<file path="config.mk">
export PLATFORM = sky130hd
export DESIGN_NAME = seg7_scan_display
export DESIGN_NICKNAME = d
export VERILOG_FILES = /design/src/rtl/seg7_pkg.sv /design/src/rtl/seg7_scan_display_decoder.sv /design/src/rtl/seg7_scan_display.sv
export SDC_FILE = /design/constraint.sdc
export NUM_CORES = 1
export LEC_CHECK = 0
export CORE_ASPECT_RATIO = 1.25
export CORE_MARGIN = 4
export CORE_UTILIZATION = 60
export DETAILED_ROUTE_END_ITERATION = 6
export PLACE_DENSITY = 0.8
export SYNTH_ARGS = -nofsm -noshare
export SYNTH_HDL_FRONTEND = slang
export SYNTH_HIERARCHICAL = 1
export SYNTH_SLANG_ARGS = --single-unit
</file>
<file path="constraint.sdc">
create_clock -name clk -period 6.2 [get_ports clk]
set_input_delay 1.24 -clock clk [delete_from_list [all_inputs] [get_ports clk]]
set_output_delay 1.24 -clock clk [all_outputs]
set_load 0.02 [all_outputs]
</file>
<file path="src/rtl/seg7_pkg.sv">
// Shared types and active-low segment glyphs for the 4-digit scanned display.
package seg7_pkg;

    typedef logic [3:0] bcd_t;
    typedef logic [1:0] digit_idx_t;

    // Scan phase within one digit slot
    typedef enum logic {
        ST_BLANK = 1'b0,
        ST_DRIVE = 1'b1
    } scan_state_t;

    // Segment patterns, active-low, bit order {g,f,e,d,c,b,a}
    localparam logic [6:0] SEG_0    = 7'h40;
    localparam logic [6:0] SEG_1    = 7'h79;
    localparam logic [6:0] SEG_2    = 7'h24;
    localparam logic [6:0] SEG_3    = 7'h30;
    localparam logic [6:0] SEG_4    = 7'h19;
    localparam logic [6:0] SEG_5    = 7'h12;
    localparam logic [6:0] SEG_6    = 7'h02;
    localparam logic [6:0] SEG_7    = 7'h78;
    localparam logic [6:0] SEG_8    = 7'h00;
    localparam logic [6:0] SEG_9    = 7'h10;
    localparam logic [6:0] SEG_DASH = 7'h3F;
    localparam logic [6:0] SEG_OFF  = 7'h7F;

endpackage

</file>
<file path="src/rtl/seg7_scan_display_decoder.sv">
// Combinational BCD to active-low 7-segment glyph; codes 10..15 render as a dash.
module seg7_decoder
    import seg7_pkg::*;
(
    input  bcd_t       i_bcd,
    output logic [6:0] o_seg_n_c
);

    // Glyph lookup
    always_comb begin
        o_seg_n_c = SEG_DASH;
        case (i_bcd)
            4'd0:    o_seg_n_c = SEG_0;
            4'd1:    o_seg_n_c = SEG_1;
            4'd2:    o_seg_n_c = SEG_2;
            4'd3:    o_seg_n_c = SEG_3;
            4'd4:    o_seg_n_c = SEG_4;
            4'd5:    o_seg_n_c = SEG_5;
            4'd6:    o_seg_n_c = SEG_6;
            4'd7:    o_seg_n_c = SEG_7;
            4'd8:    o_seg_n_c = SEG_8;
            4'd9:    o_seg_n_c = SEG_9;
            default: o_seg_n_c = SEG_DASH;
        endcase
    end

endmodule

</file>
<file path="src/rtl/seg7_scan_display.sv">
// Assembles BCD digits into a shadow frame, commits whole frames to the active
// bank, and scans the active bank onto a 4-digit common-anode display.
module seg7_scan_display
    import seg7_pkg::*;
#(
    parameter int unsigned REFRESH_DIV  = 50,
    parameter int unsigned BLANK_CYCLES = 4,
    parameter int unsigned LZ_BLANK     = 1
) (
    input  logic       clk,
    input  logic       rst_n,
    input  logic       digit_valid,
    input  logic [1:0] digit_sel,
    input  logic [3:0] digit_val,
    input  logic       frame_clr,
    input  logic [3:0] dp_mask,
    output logic [3:0] an_n,
    output logic [6:0] seg_n,
    output logic       dp_n,
    output logic       frame_done
);

    localparam int unsigned PW = (REFRESH_DIV > 1) ? $clog2(REFRESH_DIV) : 1;
    localparam logic [PW-1:0] PRESC_MAX = PW'(REFRESH_DIV - 1);
    localparam logic [PW-1:0] BLANK_END = PW'(BLANK_CYCLES);

    bcd_t [3:0]  r_shadow;
    bcd_t [3:0]  r_active;
    logic [3:0]  r_mask;
    logic [PW-1:0] r_presc;
    digit_idx_t  r_idx;
    scan_state_t r_state;

    logic          w_wr;
    logic [3:0]    w_mask_set;
    logic          w_commit;
    bcd_t [3:0]    w_shadow_wr;
    logic          w_wrap;
    logic [PW-1:0] w_presc_nxt;
    scan_state_t   w_state_nxt;
    logic [3:0]    w_lz;
    logic          w_blank_digit;
    logic [6:0]    w_glyph;
    logic [3:0]    w_an_nxt;
    logic [6:0]    w_seg_nxt;
    logic          w_dp_nxt;

    // A clear in the same cycle wins over the write, which is dropped
    assign w_wr       = digit_valid & ~frame_clr;
    assign w_mask_set = r_mask | (4'b0001 << digit_sel);
    assign w_commit   = w_wr && (w_mask_set == 4'hF);

    // Shadow contents including this cycle's write, so a commit captures it
    always_comb begin
        w_shadow_wr = r_shadow;
        if (w_wr) begin
            w_shadow_wr[digit_sel] = digit_val;
        end
    end

    // Shadow/active banks, written mask and commit pulse
    always_ff @(posedge clk) begin
        if (!rst_n) begin
            r_shadow   <= '0;
            r_active   <= '0;
            r_mask     <= 4'h0;
            frame_done <= 1'b0;
        end else begin
            if (w_wr) begin
                r_shadow <= w_shadow_wr;
            end
            if (frame_clr) begin
                r_mask <= 4'h0;
            end else if (w_commit) begin
                r_mask   <= 4'h0;
                r_active <= w_shadow_wr;
            end else if (w_wr) begin
                r_mask <= w_mask_set;
            end
            frame_done <= w_commit;
        end
    end

    assign w_wrap      = (r_presc == PRESC_MAX);
    assign w_presc_nxt = w_wrap ? '0 : r_presc + PW'(1);

    // Slot prescaler and digit index
    always_ff @(posedge clk) begin
        if (!rst_n) begin
            r_presc <= '0;
            r_idx   <= 2'd0;
        end else begin
            r_presc <= w_presc_nxt;
            if (w_wrap) begin
                r_idx <= r_idx + 2'd1;
            end
        end
    end

    // Leading-zero flags: digit i is blankable when it and every higher digit are zero
    always_comb begin
        w_lz[3] = (r_active[3] == 4'd0);
        w_lz[2] = w_lz[3] && (r_active[2] == 4'd0);
        w_lz[1] = w_lz[2] && (r_active[1] == 4'd0);
        w_lz[0] = 1'b0;
    end

    assign w_blank_digit = (LZ_BLANK != 0) && w_lz[r_idx];

    seg7_decoder u_decoder (
        .i_bcd     (r_active[r_idx]),
        .o_seg_n_c (w_glyph)
    );

    // Scan state register
    always_ff @(posedge clk) begin
        if (!rst_n) begin
            r_state <= ST_BLANK;
        end else begin
            r_state <= w_state_nxt;
        end
    end

    // Scan next-state and pin values; anodes off during the anti-ghost window
    always_comb begin
        w_state_nxt = r_state;
        w_an_nxt    = 4'hF;
        w_seg_nxt   = SEG_OFF;
        w_dp_nxt    = 1'b1;
        case (r_state)
            ST_BLANK: begin
                if (w_presc_nxt == BLANK_END) begin
                    w_state_nxt = ST_DRIVE;
                end
            end
            ST_DRIVE: begin
                w_an_nxt  = ~(4'b0001 << r_idx);
                w_seg_nxt = w_blank_digit ? SEG_OFF : w_glyph;
                w_dp_nxt  = ~dp_mask[r_idx];
                if (w_wrap) begin
                    w_state_nxt = ST_BLANK;
                end
            end
            default: begin
                w_state_nxt = ST_BLANK;
            end
        endcase
    end

    // Registered display pins
    always_ff @(posedge clk) begin
        if (!rst_n) begin
            an_n  <= 4'hF;
            seg_n <= SEG_OFF;
            dp_n  <= 1'b1;
        end else begin
            an_n  <= w_an_nxt;
            seg_n <= w_seg_nxt;
            dp_n  <= w_dp_nxt;
        end
    end

endmodule

</file>
==> metrics.md, run 1 <==
| Metric | Value |
|---|---|
| Status | `complete, no violations` |
| Largest family of logic cells by synthesized area | `simple AND/OR/NAND/NOR gates` |
| Reg-to-Reg End | `seg_n[1]` |
| Hpwl dp | `3445 um` |
| Post-synth EDFFs | `0` |
| Fraction of synthesized area in multiplexers | `0.1961` |
| Final wirelength | `5043 um` |
| Critical Path AT | `3.58 ns` |
| Wire length on met3 | `144 um` |
| Die Width | `67.99 um` |
| Share of post-route cells with drive strength above 1 | `0.1796` |
| Largest net degree at the start of global routing | `24` |
| Final hold viol count | `0` |
| Global Route Usage Sum | `0.2048` |
| Max Buffers Root-to-Sink | `2` |
| M1 wire length | `2247 um` |
| Hold WS | `0.4971 ns` |
| Post-synth top flop | `dfxtp_1` |
| Initial Util | `0.6145` |
| Synth top area share | `0.4302` |
| Clock latency on the worst-skew pair | `0.33 ns` |
| Reg-to-reg critical path startpoint | `r_idx[0]` |
| Synth Cell Area | `2699 um^2` |
| Post-CTS Resized | `0` |
| Leak | `0.001310 uW` |
| Slew Limit Fails | `0` |
| Req. time, crit path | `6.43 ns` |
| Dominant cell type by area after synthesis | `dfxtp_1` |
| Number of H-tree levels | `3` |
| Setup CP Type | `primary input to flip-flop` |
| R2R setup slack | `3.88 ns` |
| Initial antenna violation count | `0` |
| Ys Warns | `6` |
| Post-Layout Cell Count | `342` |
| DRT Pass-1 Iters | `4` |
| Filler cells | `328` |
| Startpoint Class | `primary input` |
| Total power | `851.7 uW` |
| Distinct cell type count of the synthesized netlist | `48` |
| Register area | `1161 um^2` |
| Number of port buffers | `26` |
| Part of the Yosys area used for sequential elements | `0.4302` |
| Origin of the worst min-delay path | `r_state` |
| I/O pin count | `27` |
| Hold buffer count at cts | `0` |
| Via density | `5.304` |
| Die H | `82.99 um` |
| FFs w/ async S/R, synth | `0` |
| Post-CTS Repair Setup Buffers | `0` |
| Hold Path Depth | `2` |
| Final worst slack | `2.847 ns` |
| Routed Antenna Nets | `0` |
| Layout Skew | `0.008370 ns` |
| Core Box Area | `4392 um^2` |
| FMAX | `0.2983 GHz` |
| Syn_area_per_cell | `10.58 um^2` |
| Vias in the first global route | `1754` |
| Post-Synth Simple-Gate Area | `0.2114` |
| Total grt overflow | `0` |
| Die area | `5642 um^2` |
| Seq cells post-synth | `58` |
| Compound-Gate Fraction of Synth Area | `0.04868` |
| Crit-path max FO | `8` |
| Hold Path Sink | `r_state` |
| Post-DR wirelength/cell | `14.75 um` |
| FF-to-FF path depth | `6` |
| Syn_nets | `280` |
| RSZ-0062 raised after global routing | `no` |
| Commonest cells post-synth | `dfxtp_1 (58), nor2_1 (32), mux2i_1 (18), and2_1 (16), mux2_4 (15)` |
| Metal2 WL | `2583 um` |
| Final Setup Violations | `0` |
| Gpl congestion | `0.8086` |
| Clock root buffer master | `clkbuf_8` |
| Tcrit/Tclk final | `0.5407` |
| Most common cell in the netlist | `dfxtp_1` |
| XOR/XNOR share of the synthesized area | `0.009736` |
| Synth Area in Adders | `0.05100` |
| Setup slack at placement | `2.549 ns` |
| VDD IR max | `0.0001945 V` |
| Minimum clock period | `3.353 ns` |
| PD cells | `266.7 nW/um^2` |
| Clock Sinks | `58` |
| Layout net count | `304` |
| DP Cell Count | `326` |
| Setup_tns | `0 ns` |
| Core Rows | `27` |
| Max cap viols | `0` |
| Slew margin rel. | `0.1439` |
| Worst slew pin tran | `1.267 ns` |
| DRC | `0` |
| Total CTS buffers | `9` |
| Highest routed layer | `met4` |
| P&R area growth vs syn | `18.31%` |
| Post-Synthesis Cells | `255` |
| Synth area leaders | `dfxtp_1 (43%), mux2_4 (8.3%), mux2i_1 (6.7%)` |
| CTS tree | `yes` |
| Area occupied by multi-input gates | `1395 um^2` |
| DR iter-0 viols | `128` |
| Setup crit end kind | `flip-flop` |
| Global-route wire length before repair | `8680 um` |
| Routed vias | `1814` |
| CTS clk-pin slew, worst paths | `0.07 ns` |
| Ant. Diodes | `0` |
| Tightest Hold Check Type | `flip-flop to flip-flop` |
per-layer routing:
layer,vias up,GRT usage
met1,862,0.2526
met3,8,0.07713
li1,920,-
met4,0,0.07052
met5,-,0
met2,24,0.3211
cell usage in the layout, fill, tap and decap left out, types with 2 or more instances in the layout:
| cell | synthesis | routed |
|---|---|---|
| nand3b_1 | 2 | 2 |
| nor3b_1 | 5 | 5 |
| inv_1 | 10 | 10 |
| a22oi_1 | 2 | 2 |
| o21ai_1 | 2 | 2 |
| nand3_1 | 3 | 3 |
| buf_4 | 0 | 2 |
| nor2_1 | 32 | 32 |
| nor4bb_1 | 2 | 2 |
| o21ai_0 | 3 | 3 |
| or2_2 | 7 | 7 |
| xnor2_1 | 2 | 2 |
| o31ai_1 | 2 | 2 |
| clkinv_2 | 0 | 2 |
| mux2i_1 | 18 | 18 |
| a21oi_1 | 6 | 6 |
| nor3_1 | 2 | 2 |
| ha_1 | 11 | 11 |
| nand2_1 | 9 | 9 |
| dfxtp_1 | 58 | 58 |
| clkbuf_8 | 0 | 11 |
| and2_1 | 16 | 16 |
| mux2_4 | 15 | 15 |
| clkdlybuf4s50_1 | 0 | 26 |
| nand2b_1 | 4 | 4 |
| bufinv_16 | 0 | 3 |
| a31oi_1 | 2 | 2 |
| nor2b_1 | 2 | 2 |
| mux4_2 | 5 | 5 |
logic make-up after synthesis:
family / Yosys count
xor gates and xnor gates: 3
and+or+nand+nor: 98
adders and majority gates: 11
muxes: 39
DFF: 58
AOI/OAI and AO/OA: 21
buffers and inverters: 25
critical path, cell delays in order:
cell             delay [ns]
clkdlybuf4s50_1        0.64
nor4bb_1               1.03
mux2i_1                0.30
nor2_1                 0.08
mux2_4                 0.29
worst max-delay path by stage:
stage,startpoint,endpoint,slack [ns]
finish,digit_sel[0],r_active[5],2.85
global route,digit_sel[0],r_active[5],2.77
CTS,digit_sel[0],r_active[5],2.92
detailed placement,digit_sel[0],r_active[5],2.55
global placement,digit_sel[0],r_active[6],2.60
floorplan,digit_sel[1],r_active[10],3.73
through the flow:
stage,util,instance area [um^2]
6_report,0.7271,3193
5_1_grt,0.7271,3193
3_5_place_dp,0.6698,2942
4_1_cts,0.7271,3193
2_1_floorplan,-,2699
3_3_place_gp,0.6698,2942
power breakdown:
group | switching [uW] | internal, uW
registers | 3.33 | 378
clock network | 145 | 287
logic | 19.4 | 18.5
total | 168 | 684
flip-flops by register name, indices dropped and copies added, names as in the netlist:
name and count:
an_n 4, dp_n 1, frame_done 1, r_active 16, r_idx 2, r_mask 4, r_presc 6, r_shadow 16
r_state 1, seg_n 7
final cells by class:
| class | count | area share |
|---|---|---|
| Clock buffer | 11 | 0.04741 |
| Clock inverter | 5 | 0.03135 |
| Inverter | 10 | 0.01176 |
| Multi-Input combinational cell | 172 | 0.4369 |
| Sequential cell | 58 | 0.3636 |
| Tap cell | 58 | 0.02273 |
| Timing Repair Buffer | 28 | 0.08621 |
Power figures use the tool's default switching activity.
==> run 2: changes to the inputs <==
--- a/config.mk
+++ b/config.mk
@@ -7,9 +7,9 @@
 export LEC_CHECK = 0
 export CORE_ASPECT_RATIO = 1.25
 export CORE_MARGIN = 4
-export CORE_UTILIZATION = 60
+export CORE_UTILIZATION = 51
 export DETAILED_ROUTE_END_ITERATION = 6
-export PLACE_DENSITY = 0.8
+export PLACE_DENSITY = 0.72
 export SYNTH_ARGS = -nofsm -noshare
 export SYNTH_HDL_FRONTEND = slang
 export SYNTH_HIERARCHICAL = 1
==> constraint.sdc (replaced) <==
create_clock -name clk -period 3 [get_ports clk]
set_input_delay 0.6 -clock clk [delete_from_list [all_inputs] [get_ports clk]]
set_output_delay 0.6 -clock clk [all_outputs]
set_load 0.02 [all_outputs]
==> metrics.md, run 2 (synthesis gave the netlist of run 1 again) <==
| Metric | Value |
|---|---|
| Crit-path max FO | `8 (unchanged)` |
| VDD IR max | `0.0003245 V (+67%)` |
| Critical Path AT | `2.35 ns (-1.23 ns)` |
| Initial Util | `0.5275 (-0.08702)` |
| Final Setup Violations | `0 (unchanged)` |
| Die Width | `73.07 um (+7.5%)` |
| Max Buffers Root-to-Sink | `2 (unchanged)` |
| Post-CTS Resized | `0 (unchanged)` |
| Share of post-route cells with drive strength above 1 | `0.1818 (+0.002241)` |
| Post-DR wirelength/cell | `14.36 um (-2.6%)` |
| Core Rows | `29 (+7.4%)` |
| Finished Cell Area | `3173 um^2 (-0.63%)` |
| Die area | `6527 um^2 (+16%)` |
| Area occupied by multi-input gates | `1395 um^2 (unchanged)` |
| Cell family with most CP delay | `buffers and inverters` |
| Max cap viols | `0 (unchanged)` |
| Clock root buffer master | `clkbuf_8` |
| Vias in the first global route | `1666 (-5.0%)` |
| Leak | `0.001301 uW (-0.67%)` |
| P&R area growth vs syn | `17.57%` |
| Global Route Usage Sum | `0.1664 (-0.03841)` |
| Register area | `1161 um^2 (unchanged)` |
| Req. time, crit path | `3.22 ns (-3.21 ns)` |
| Tightest Hold Check Type | `flip-flop to flip-flop` |
| DR iter-0 viols | `63 (-51%)` |
| Clock Sinks | `58 (unchanged)` |
| Worst slew pin tran | `0.6889 ns (-0.5780 ns)` |
| Layout Skew | `0.006227 ns (-0.002143 ns)` |
| Tcrit/Tclk final | `0.7080` |
| Final wirelength | `4997 um (-0.91%)` |
| Critical path's slowest cell | `clkdlybuf4s50_1` |
| DRC | `0 (unchanged)` |
| Gpl congestion | `0.7946 (-1.7%)` |
| Slew margin rel. | `0.5402 (+0.3963)` |
| Total power | `1610 uW (+89%)` |
| Buf/Inv on CP | `1 (unchanged)` |
| Number of port buffers | `26 (unchanged)` |
| Minimum clock period | `2.124 ns` |
| R2R setup slack | `0.92 ns (-2.96 ns)` |
| Largest stage delay on the critical path | `0.65 ns (-0.38 ns)` |
| Most frequent cells in the layout | `dfxtp_1 (58), nor2_1 (32), clkdlybuf4s50_1 (26)` |
| Core Box Area | `5116 um^2 (+16%)` |
| Area after DPL | `2969 um^2 (+0.94%)` |
| Largest net degree at the start of global routing | `22 (-8.3%)` |
| Die H | `89.33 um (+7.6%)` |
| PD cells | `507.5 nW/um^2 (+90%)` |
| Post-CTS Repair Setup Buffers | `0 (unchanged)` |
| Final hold viol count | `0 (unchanged)` |
| Hold buffer count at cts | `0 (unchanged)` |
| Hpwl dp | `3494 um (+1.4%)` |
| Ant. Diodes | `0 (unchanged)` |
| Startpoint Class | `primary input` |
| RSZ-0062 raised after global routing | `no` |
| Via density | `5.227 (-1.5%)` |
| Setup CP Type | `primary input to flip-flop` |
| FMAX | `0.4708 GHz` |
| DRT Pass-1 Iters | `4 (unchanged)` |
| Slew Limit Fails | `0 (unchanged)` |
| Biggest regs | `r_active (16), r_shadow (16), seg_n (7)` |
| Crit path cell chain | `clkdlybuf4s50_1 > nand4b_1 > mux2i_1 > nor2_1 > mux2_4` |
| Initial antenna violation count | `0 (unchanged)` |
| Commonest non-fill, non-tap cell in the layout | `dfxtp_1` |
| Clock latency on the worst-skew pair | `0.34 ns (about the same)` |
| Setup crit end kind | `flip-flop` |
| Status | `complete, no violations` |
| I/O pin count | `27 (unchanged)` |
| Global-route wire length before repair | `8093 um (-6.8%)` |
| Layout net count | `307 (+0.99%)` |
| CTS clk-pin slew, worst paths | `0.06 ns (about the same)` |
| Routed Antenna Nets | `0 (unchanged)` |
| Total grt overflow | `0 (unchanged)` |
| Number of H-tree levels | `3 (unchanged)` |
| Total CTS buffers | `9 (unchanged)` |
| Filler cells | `436 (+33%)` |
| CTS tree | `yes` |
| Routed vias | `1819 (+0.28%)` |
| Setup_tns | `0 ns (unchanged)` |
==> run 2: cell count changes in the layout (fill, tap and decap cells not counted) <==
cell       previous run  this run
clkbuf_8             11        12
clkinv_2              2         1
clkbuf_1              0         1
buf_4                 2         5
bufinv_16             3         1
==> run 2: layout make-up <==
cell class	count	area share
flip-flops and latches	58	0.3659
multi-input cells	172	0.4397
clock inverters	2	0.01104
well taps	62	0.02445
clock buffers	13	0.05323
inverters	10	0.01183
repair buffers	31	0.09385
==> run 2: worst paths after layout <==
kind,startpoint,cells past startpoint,to
hold / removal,r_state,2,r_state
setup / recovery,digit_sel[0],5,r_active[13]
hold reg to reg,r_state,2,r_state
setup reg to reg,r_idx[1],4,seg_n[2]
==> run 2: tightest hold or removal path, cell delays in order (launching register included) <==
cell and delay, ns:
dfxtp_1 0.32, nand2_1 0.06, o21ai_0 0.06
==> run 2: report_power, final <==
group          internal (uW)  switching (uW)  total [uW]  leakage [uW]
clock network            446             297         743      0.000106
logic                   38.4            40.3        78.7      0.000727
registers                782            6.81         789      0.000469
==> run 2: through the flow <==
step                hold slack, ns  utilization  setup WS [ns]  instances
floorplan                   0.4536            -         0.9175        255
global placement            0.4648       0.5803         0.5545        333
detailed placement          0.4761       0.5803         0.5460        333
CTS                         0.4841       0.6202         0.9080        348
global route                0.5075       0.6202         0.7696        348
finish                      0.4834       0.6202         0.8761        348
==> run 2: per-layer routing <==
| layer | wire, um | global-route usage | vias up |
|---|---|---|---|
| met5 | 0 | 0 | - |
| met4 | 102 | 0.09060 | 0 |
| met3 | 162 | 0.05174 | 11 |
| met2 | 2435 | 0.2750 | 25 |
| met1 | 2296 | 0.1902 | 862 |
| li1 | - | - | 921 |
